<file path="src/rtl/dpa_mask_feeder_if.sv">
// Operand/share handshake bundle for the DPA masking front end.
// The slave side is the feeder; the master side is the producer/consumer around it.
interface dpa_mask_feeder_if #(
  parameter int unsigned NUMBER_OF_SHARES = 3,
  parameter int unsigned WIDTH            = 8
);
  localparam int unsigned R    = NUMBER_OF_SHARES * (NUMBER_OF_SHARES - 1) / 2;
  localparam int unsigned SH_W = NUMBER_OF_SHARES * WIDTH;
  localparam int unsigned RO_W = WIDTH * R;

  logic              in_valid;
  logic              in_ready;
  logic [WIDTH-1:0]  a;
  logic [WIDTH-1:0]  b;
  logic              out_valid;
  logic              out_ready;
  logic [SH_W-1:0]   x_sh;
  logic [SH_W-1:0]   y_sh;
  logic [RO_W-1:0]   r_out;

  modport master (
    output in_valid, a, b, out_ready,
    input  in_ready, out_valid, x_sh, y_sh, r_out
  );

  modport slave (
    input  in_valid, a, b, out_ready,
    output in_ready, out_valid, x_sh, y_sh, r_out
  );
endinterface

</file>
<file path="src/rtl/dpa_mask_feeder.sv">
// Splits operands a/b into Boolean shares and supplies fresh multiplier randomness,
// drawing every operation from a freshly filled LFSR pool.
module dpa_mask_feeder #(
  parameter int unsigned NUMBER_OF_SHARES = 3,
  parameter int unsigned WIDTH            = 8
) (
  input  logic               clock,
  input  logic               reset,
  input  logic [63:0]        seed,
  input  logic               seed_load,
  output logic               busy,
  dpa_mask_feeder_if.slave   bus
);
  localparam int unsigned N         = NUMBER_OF_SHARES;
  localparam int unsigned W         = WIDTH;
  localparam int unsigned R         = N * (N - 1) / 2;
  localparam int unsigned RAND_BITS = 2 * (N - 1) * W + W * R;
  localparam int unsigned F         = (RAND_BITS + 15) / 16;
  localparam int unsigned CNT_W     = (F > 1) ? $clog2(F) : 1;
  localparam int unsigned SH_W      = N * W;
  localparam int unsigned RO_W      = W * R;
  localparam logic [63:0] LFSR_RST  = 64'hACE1_0000_0000_0001;

  typedef enum logic [1:0] {S_FILL, S_READY, S_OUT} state_e;

  state_e                 state_q, state_d;
  logic [CNT_W-1:0]       cnt_q, cnt_d;
  logic [63:0]            lfsr_q, lfsr_d;
  logic [RAND_BITS-1:0]   pool_q, pool_d;
  logic [SH_W-1:0]        x_q, x_d;
  logic [SH_W-1:0]        y_q, y_d;
  logic [RO_W-1:0]        r_q, r_d;
  logic                   in_ready_q, in_ready_d;
  logic                   out_valid_q, out_valid_d;
  logic                   busy_q, busy_d;

  logic [63:0]            lfsr_step;
  logic [RAND_BITS-1:0]   fill_mask;
  logic [RAND_BITS-1:0]   fill_data;
  logic [SH_W-1:0]        x_new, y_new;
  logic [RO_W-1:0]        r_new;
  logic [W-1:0]           x_acc, y_acc;

  // Sixteen LFSR steps per fill cycle; the low 16 bits are the fresh word.
  always_comb begin
    lfsr_step = lfsr_q;
    for (int i = 0; i < 16; i++) begin
      lfsr_step = {lfsr_step[62:0],
                   lfsr_step[63] ^ lfsr_step[62] ^ lfsr_step[60] ^ lfsr_step[59]};
    end
    fill_mask = RAND_BITS'(16'hFFFF) << {cnt_q, 4'b0000};
    fill_data = RAND_BITS'(lfsr_step[15:0]) << {cnt_q, 4'b0000};
  end

  // Share mapping from the completed pool; share 0 absorbs the plaintext.
  always_comb begin
    x_new = '0;
    y_new = '0;
    x_acc = '0;
    y_acc = '0;
    for (int unsigned s = 1; s < N; s++) begin
      x_new[s*W +: W] = pool_q[(s-1)*W +: W];
      y_new[s*W +: W] = pool_q[(N-1+s-1)*W +: W];
      x_acc = x_acc ^ pool_q[(s-1)*W +: W];
      y_acc = y_acc ^ pool_q[(N-1+s-1)*W +: W];
    end
    x_new[W-1:0] = bus.a ^ x_acc;
    y_new[W-1:0] = bus.b ^ y_acc;
    r_new = pool_q[2*(N-1)*W +: RO_W];
  end

  // Next-state and registered-output logic; seed_load overrides the handshakes.
  always_comb begin
    state_d = state_q;
    cnt_d   = cnt_q;
    lfsr_d  = lfsr_q;
    pool_d  = pool_q;
    x_d     = x_q;
    y_d     = y_q;
    r_d     = r_q;
    if (seed_load) begin
      lfsr_d  = (seed == 64'h0) ? 64'h1 : seed;
      state_d = S_FILL;
      cnt_d   = '0;
    end else begin
      unique case (state_q)
        S_FILL: begin
          lfsr_d = lfsr_step;
          pool_d = (pool_q & ~fill_mask) | fill_data;
          if (cnt_q == CNT_W'(F - 1)) begin
            state_d = S_READY;
            cnt_d   = '0;
          end else begin
            cnt_d = cnt_q + CNT_W'(1);
          end
        end
        S_READY: begin
          if (bus.in_valid) begin
            x_d     = x_new;
            y_d     = y_new;
            r_d     = r_new;
            state_d = S_OUT;
          end
        end
        S_OUT: begin
          if (bus.out_ready) begin
            state_d = S_FILL;
            cnt_d   = '0;
          end
        end
        default: begin
          state_d = S_FILL;
          cnt_d   = '0;
        end
      endcase
    end
    in_ready_d  = (state_d == S_READY);
    out_valid_d = (state_d == S_OUT);
    busy_d      = (state_d == S_FILL);
  end

  always_ff @(posedge clock) begin
    if (reset) begin
      state_q     <= S_FILL;
      cnt_q       <= '0;
      lfsr_q      <= LFSR_RST;
      pool_q      <= '0;
      x_q         <= '0;
      y_q         <= '0;
      r_q         <= '0;
      in_ready_q  <= 1'b0;
      out_valid_q <= 1'b0;
      busy_q      <= 1'b1;
    end else begin
      state_q     <= state_d;
      cnt_q       <= cnt_d;
      lfsr_q      <= lfsr_d;
      pool_q      <= pool_d;
      x_q         <= x_d;
      y_q         <= y_d;
      r_q         <= r_d;
      in_ready_q  <= in_ready_d;
      out_valid_q <= out_valid_d;
      busy_q      <= busy_d;
    end
  end

  assign bus.in_ready  = in_ready_q;
  assign bus.out_valid = out_valid_q;
  assign bus.x_sh      = x_q;
  assign bus.y_sh      = y_q;
  assign bus.r_out     = r_q;
  assign busy          = busy_q;

endmodule

</file>
<file path="src/flat_wrapper.sv">
// flat-port wrapper written by rule: the top's interface ports become plain ports
module dpa_mask_feeder_flat 
#(
  parameter int unsigned NUMBER_OF_SHARES = 3,
  parameter int unsigned WIDTH            = 8
)
  (clock, reset, seed, seed_load, busy, bus_in_valid, bus_a, bus_b, bus_out_ready, bus_in_ready, bus_out_valid, bus_x_sh, bus_y_sh, bus_r_out);
  dpa_mask_feeder_if #(.NUMBER_OF_SHARES(NUMBER_OF_SHARES), .WIDTH(WIDTH)) bus_i ();
  input  logic clock;
  input  logic reset;
  input  logic [63:0] seed;
  input  logic seed_load;
  output logic busy;
  input wire logic [$bits(bus_i.in_valid)-1:0] bus_in_valid;
  input wire logic [$bits(bus_i.a)-1:0] bus_a;
  input wire logic [$bits(bus_i.b)-1:0] bus_b;
  input wire logic [$bits(bus_i.out_ready)-1:0] bus_out_ready;
  output wire logic [$bits(bus_i.in_ready)-1:0] bus_in_ready;
  output wire logic [$bits(bus_i.out_valid)-1:0] bus_out_valid;
  output wire logic [$bits(bus_i.x_sh)-1:0] bus_x_sh;
  output wire logic [$bits(bus_i.y_sh)-1:0] bus_y_sh;
  output wire logic [$bits(bus_i.r_out)-1:0] bus_r_out;
  assign bus_i.in_valid = bus_in_valid;
  assign bus_i.a = bus_a;
  assign bus_i.b = bus_b;
  assign bus_i.out_ready = bus_out_ready;
  assign bus_in_ready = bus_i.in_ready;
  assign bus_out_valid = bus_i.out_valid;
  assign bus_x_sh = bus_i.x_sh;
  assign bus_y_sh = bus_i.y_sh;
  assign bus_r_out = bus_i.r_out;
  dpa_mask_feeder #(.NUMBER_OF_SHARES(NUMBER_OF_SHARES), .WIDTH(WIDTH)) u_core (.clock(clock), .reset(reset), .seed(seed), .seed_load(seed_load), .busy(busy), .bus(bus_i));
endmodule
</file>
<file path="config.mk">
export PLATFORM = sky130hd
export DESIGN_NAME = dpa_mask_feeder_flat
export DESIGN_NICKNAME = d
export VERILOG_FILES = /design/src/rtl/dpa_mask_feeder_if.sv /design/src/rtl/dpa_mask_feeder.sv /design/src/flat_wrapper.sv
export SDC_FILE = /design/constraint.sdc
export NUM_CORES = 1
export LEC_CHECK = 0
export CAP_MARGIN = 40
export CELL_PAD_IN_SITES_DETAIL_PLACEMENT = 0
export CELL_PAD_IN_SITES_GLOBAL_PLACEMENT = 2
export CORE_ASPECT_RATIO = 1.25
export CORE_MARGIN = 3
export CORE_UTILIZATION = 34
export DETAILED_ROUTE_END_ITERATION = 7
export PLACE_DENSITY_LB_ADDON = 0.1
export SLEW_MARGIN = 20
export SYNTH_ARGS = -nofsm -noshare
export SYNTH_HDL_FRONTEND = slang
export SYNTH_SLANG_ARGS = --single-unit
export TNS_END_PERCENT = 20
</file>
<file path="constraint.sdc">
create_clock -name clock -period 3.02 [get_ports clock]
set_clock_uncertainty 0.1 [all_clocks]
set_input_delay 0.755 -clock clock [delete_from_list [all_inputs] [get_ports clock]]
set_output_delay 0.755 -clock clock [all_outputs]
set_load 0.05 [all_outputs]
</file>
Word-level counts from Yosys, hierarchy flattened. Index checks and enable logic that the tools add are counted. W data, S select, Z words.

Input bits: 85. Bits in registers: 199. Output and inout port bits: 75. Logic and storage cells: 95.

Add/subtract/negate cells: 1. Equality and inequality tests: 6. Reduce and logical (&&, ||, !) cells: 8. Bitwise gates (word level): 57. Mux-type cells: 11. Shifts and indexed selects: 2.

Operator list (count): $mux W64 (3); $logic_not A64 Y1 (1); $and A56 B56 Y56 (1); $not A56 Y56 (1); $or A56 B56 Y56 (1); $shl A16 B6 Y56 (1); $shl A16 B6 Y56 const A (1); $xor A1 B1 Y1 (48); $xor A8 B8 Y8 (4); $mux W2 (6); $pmux W2 S3 (2); $eq A2 B2 Y1 const B (3); $eq A2 B1 Y1 const B (2); $logic_not A2 Y1 (2); $reduce_and A2 Y1 (2); $reduce_and A3 Y1 (1); $add A2 B1 Y2 const B (1); $ne A2 B2 Y1 const B (1); $not A1 Y1 (2); $reduce_bool A2 Y1 (1); $reduce_or A2 Y1 (1).

Logic depth before layout (Yosys ltp).
Depth in word-level cells: 5. Depth in mapped cells: 7. Gate-level depth less buffers: 5.

Least setup slack after synthesis. OpenSTA, ideal clock, no wires.

Kind: input port to flip-flop. Start: input port seed_load. End: register u_core.pool_q[10]. Data arrival time: 1861 ps. Cell stages on the path: 6. Buffers on the path: 2. Required time: 2855 ps. Slack: 994 ps. Setup time: 65 ps. Cell sequence: buf_6 -> or3_4 -> nor3_4 -> buf_6 -> a22oi_1 -> nor2_1.

Cells in the longest elaborated chain, start to end: 2.

Ends and longest elaborated chain: from (decl) (line flat_wrapper.sv:12) `input logic seed_load;`; $not A1 Y1 (no source line); $reduce_and A2 Y1 (no source line); to (signal assigned) (line dpa_mask_feeder.sv:138) `pool_q <= pool_d;`; to (decl) (line dpa_mask_feeder.sv:29) `logic [RAND_BITS-1:0] pool_q, pool_d;`.

No other way between the ends. A chain may end at the register's enable or synchronous reset.

Worst setup path after layout.
Start: register u_core.x_q[0], in the netlist u_core.bus.x_sh[0]. End: output port bus_x_sh[0].

RTL lines: from (decl) (line dpa_mask_feeder.sv:30) `logic [SH_W-1:0] x_q, x_d;`; from (signal assigned) (line dpa_mask_feeder.sv:128) `x_q <= '0;`; from (signal assigned) (line dpa_mask_feeder.sv:139) `x_q <= x_d;`; to (decl) (line flat_wrapper.sv:20) `output wire logic [$bits(bus_i.x_sh)-1:0] bus_x_sh;`.

No word-level cell between the ends.

==> summary.md <==
| Metric | Value |
|---|---|
| Number of H-tree levels | `4` |
| Pre-antenna DRT Iters | `5` |
| Final setup TNS | `0 ns` |
| Post-CTS Setup Repair Bufs | `0` |
| Critical path peak fanout | `2` |
| Syn avg cell area | `9.21 um2` |
| Initial DRC Count | `433` |
| CTS Sinks | `199` |
| Worst-Margin Slew | `0.936 ns` |
| Register area share after synthesis | `47.6%` |
| Internal power | `0.00434 W` |
| Post-layout util | `45.4%` |
| Core ar. | `24000 um2` |
| CTS root buffer | `clkbuf_16` |
| DIE HEIGHT | `181 um` |
| Vias per cell | `4.90` |
| First-pass GRT wire length | `39000 um` |
| CTS Buf Count | `17` |
| Remaining global-route overflow | `0` |
| Initial core utilization | `34.9%` |
| Die area | `26500 um2` |
| Syn Inst Count | `908` |
| Cell family with most CP delay | `buffers and inverters` |
| Slew headroom | `37.6%` |
| WL/cell | `18.1 um` |
| Hold Buf Count CTS | `0` |
| Final period utilization | `81.8%` |
| Worst Path Required | `2.16 ns` |
| Reg power frac | `47.4%` |
| I/O Pins | `160` |
| Top FF cell, synth | `dfxtp_1` |
| Startpoint Class | `flip-flop` |
| Max Clk Rate | `0.405 GHz` |
| ANT nets after route | `0` |
| Initial antenna violation count | `0` |
| RSZ-0062 raised after global routing | `no` |
| Clk pwr share | `37.7%` |
| Gr usage total | `18.9%` |
| Hold Vio Cnt, Final | `0` |
| Slowest-stage cell, CP | `clkdlybuf4s50_1` |
| Sw Ratio | `27.8%` |
| CP peak stage delay | `0.82 ns` |
| Cell Rows | `63` |
| Clk Latency, worst-skew pair | `0.44 ns` |
| Commonest non-fill, non-tap cell in the layout | `dfxtp_1` |
| Final Wtd Congestion | `0.772` |
| Reported leakage power | `4.02 nW` |
| Switching power | `0.00167 W` |
| # resized after CTS | `0` |
| Die span in x | `146 um` |
| Via count | `6816` |
| CTS tree | `yes` |
| Outcome | `complete, no violations` |
| Clk buf depth | `2` |
| Cell Chain, Critical Path | `clkdlybuf4s50_1` |
| Share of layout cells above drive strength 1 | `11.1%` |
| DP Wirelength | `17700 um` |
| NumNets Final | `1143` |
| Number of remaining DRC errors | `0` |
| YS warnings | `0` |
| Largest net degree at the start of global routing | `193` |
| Clock slew at reported path FFs | `0.07 ns` |
| Post-Route WL | `25300 um` |
| Synth Cell Area | `8360 um2` |
| Crit path DAT | `1.62 ns` |
| Bufs and invs on worst path | `1` |
| Cell variety after synth | `34` |
| Worst vdd ir | `0.384 mV` |
| Number of global-route vias before repair | `6736` |
| Worst Setup End Kind | `output port` |
| CP Class | `reg -> out` |
| Comb pwr share | `14.9%` |
| Endpoints failing setup | `0` |
| HP Class | `reg -> reg` |
| Maximum capacitance violations | `0` |
| Slew Limit Fails | `0` |
| Flops & latches, synth | `199` |
| Most frequent cells in the layout | `dfxtp_1 (199), nand2_1 (167), clkdlybuf4s50_1 (157), nor2_1 (99), a21oi_1 (77)` |
| IO buf count | `159` |
| Post-synth EDFFs | `0` |
| PwrDens | `553 nW/um2` |
| Syn_nets | `997` |
| Area growth, synth to finish | `30.0%` |
| Min cycle time layout | `2.47 ns` |
| ANT cells | `0` |
| Share of flip-flops with an asynchronous set or reset | `0%` |
-- worst paths after layout --
check / from / cells past startpoint / slack [ns] / endpoint
setup reg to reg: u_core.state_q[0] / 5 / 1.04 / u_core.bus.y_sh[21]
hold / removal: u_core.bus.y_sh[4] / 2 / 0.35 / u_core.bus.y_sh[4]
hold reg to reg: u_core.bus.y_sh[4] / 2 / 0.35 / u_core.bus.y_sh[4]
setup / recovery: u_core.bus.x_sh[0] / 1 / 0.55 / bus_x_sh[0]
-- metrics by stage --
step / hold slack, ns / power [W] / instance area, um2 / instances / setup slack, ns
2_1_floorplan: 0.332 / 0.00336 / 8360 / 908 / 0.994
3_3_place_gp: 0.339 / 0.00380 / 10300 / 1358 / 0.0342
3_5_place_dp: 0.345 / 0.00381 / 10300 / 1359 / 0.0548
4_1_cts: 0.355 / 0.00609 / 10900 / 1391 / 0.512
5_1_grt: 0.369 / 0.00625 / 10900 / 1392 / 0.492
6_report: 0.349 / 0.00601 / 10900 / 1392 / 0.549
-- layout make-up --
cell class | instances | area, um2
multi-input cells | 645 | 4060
repair buffers | 188 | 1830
flip-flops and latches | 199 | 3980
fillers | 2459 | 13100
clock buffers | 19 | 443
well taps | 325 | 407
clock inverters | 13 | 135
inverters | 3 | 11.3
-- synthesized netlist by cell type (2+ instances only) --
cell      count  area share [%]
a21oi_1      77             4.6
buf_6         6            0.81
nand2b_1      8            0.60
ha_1          4            0.60
xnor2_1      55             5.8
nor4_1       17             1.3
nand4_1       4            0.30
buf_2        26             1.6
nand2_1     167             7.5
mux2_2       46             6.2
o22ai_1      15             1.1
clkbuf_1     26             1.2
mux2i_1      61             7.3
buf_4         3            0.27
or2_2         2            0.15
o21ai_0       3            0.18
inv_1         3            0.13
nor3_4        4            0.78
dfxtp_1     199              48
nor2_1      100             4.5
a22oi_1      57             5.1
xor2_1       12             1.3
a21o_1        2            0.18
-- sequential cells by signal (all words and copies together), names as in the netlist --
register	cells
u_core.lfsr_q	64
u_core.pool_q	56
u_core.bus.r_out	24
u_core.bus.x_sh	24
u_core.bus.y_sh	24
u_core.cnt_q	2
u_core.state_q	2
u_core.bus.in_ready	1
u_core.bus.out_valid	1
u_core.busy	1
-- power groups by stage --
stage          logic (W)  registers [W]  clock network [W]
3_3_place_gp    0.000893        0.00291                  0
3_5_place_dp    0.000902        0.00291                  0
2_1_floorplan   0.000499        0.00286                  0
4_1_cts         0.000905        0.00285            0.00233
6_report        0.000896        0.00285            0.00227
5_1_grt         0.000974        0.00286            0.00242
-- kinds of logic (layout without fill, tap and decap cells) --
logic type / count (synthesis) / count (layout) / synth area share (%)
compound gates: 158 / 158 / 11.6
xor+xnor: 67 / 67 / 7.02
fa+ha+maj: 4 / 4 / 0.599
buf+inv: 64 / 223 / 3.94
flops: 199 / 199 / 47.6
mux: 107 / 107 / 13.5
simple gates: 309 / 309 / 15.7
-- worst register-to-register path, delay by kind of cell, from the launching register on --
| kind | cells | cell delay (ns) |
|---|---|---|
| AOI/OAI and AO/OA | 1 | 0.07 |
| buffers and inverters | 1 | 0.29 |
| and+or+nand+nor | 3 | 0.80 |
| DFF | 1 | 0.59 |
-- per-layer routing --
layer / wire, um / global-route usage (%) / up-vias
met5: 0 / 0 / -
met4: 505 / 5.80 / 0
met3: 938 / 3.56 / 13
met2: 12500 / 31.8 / 161
met1: 11300 / 24.5 / 3241
li1: - / - / 3401
No activity file was read; power rests on OpenSTA's default activity.
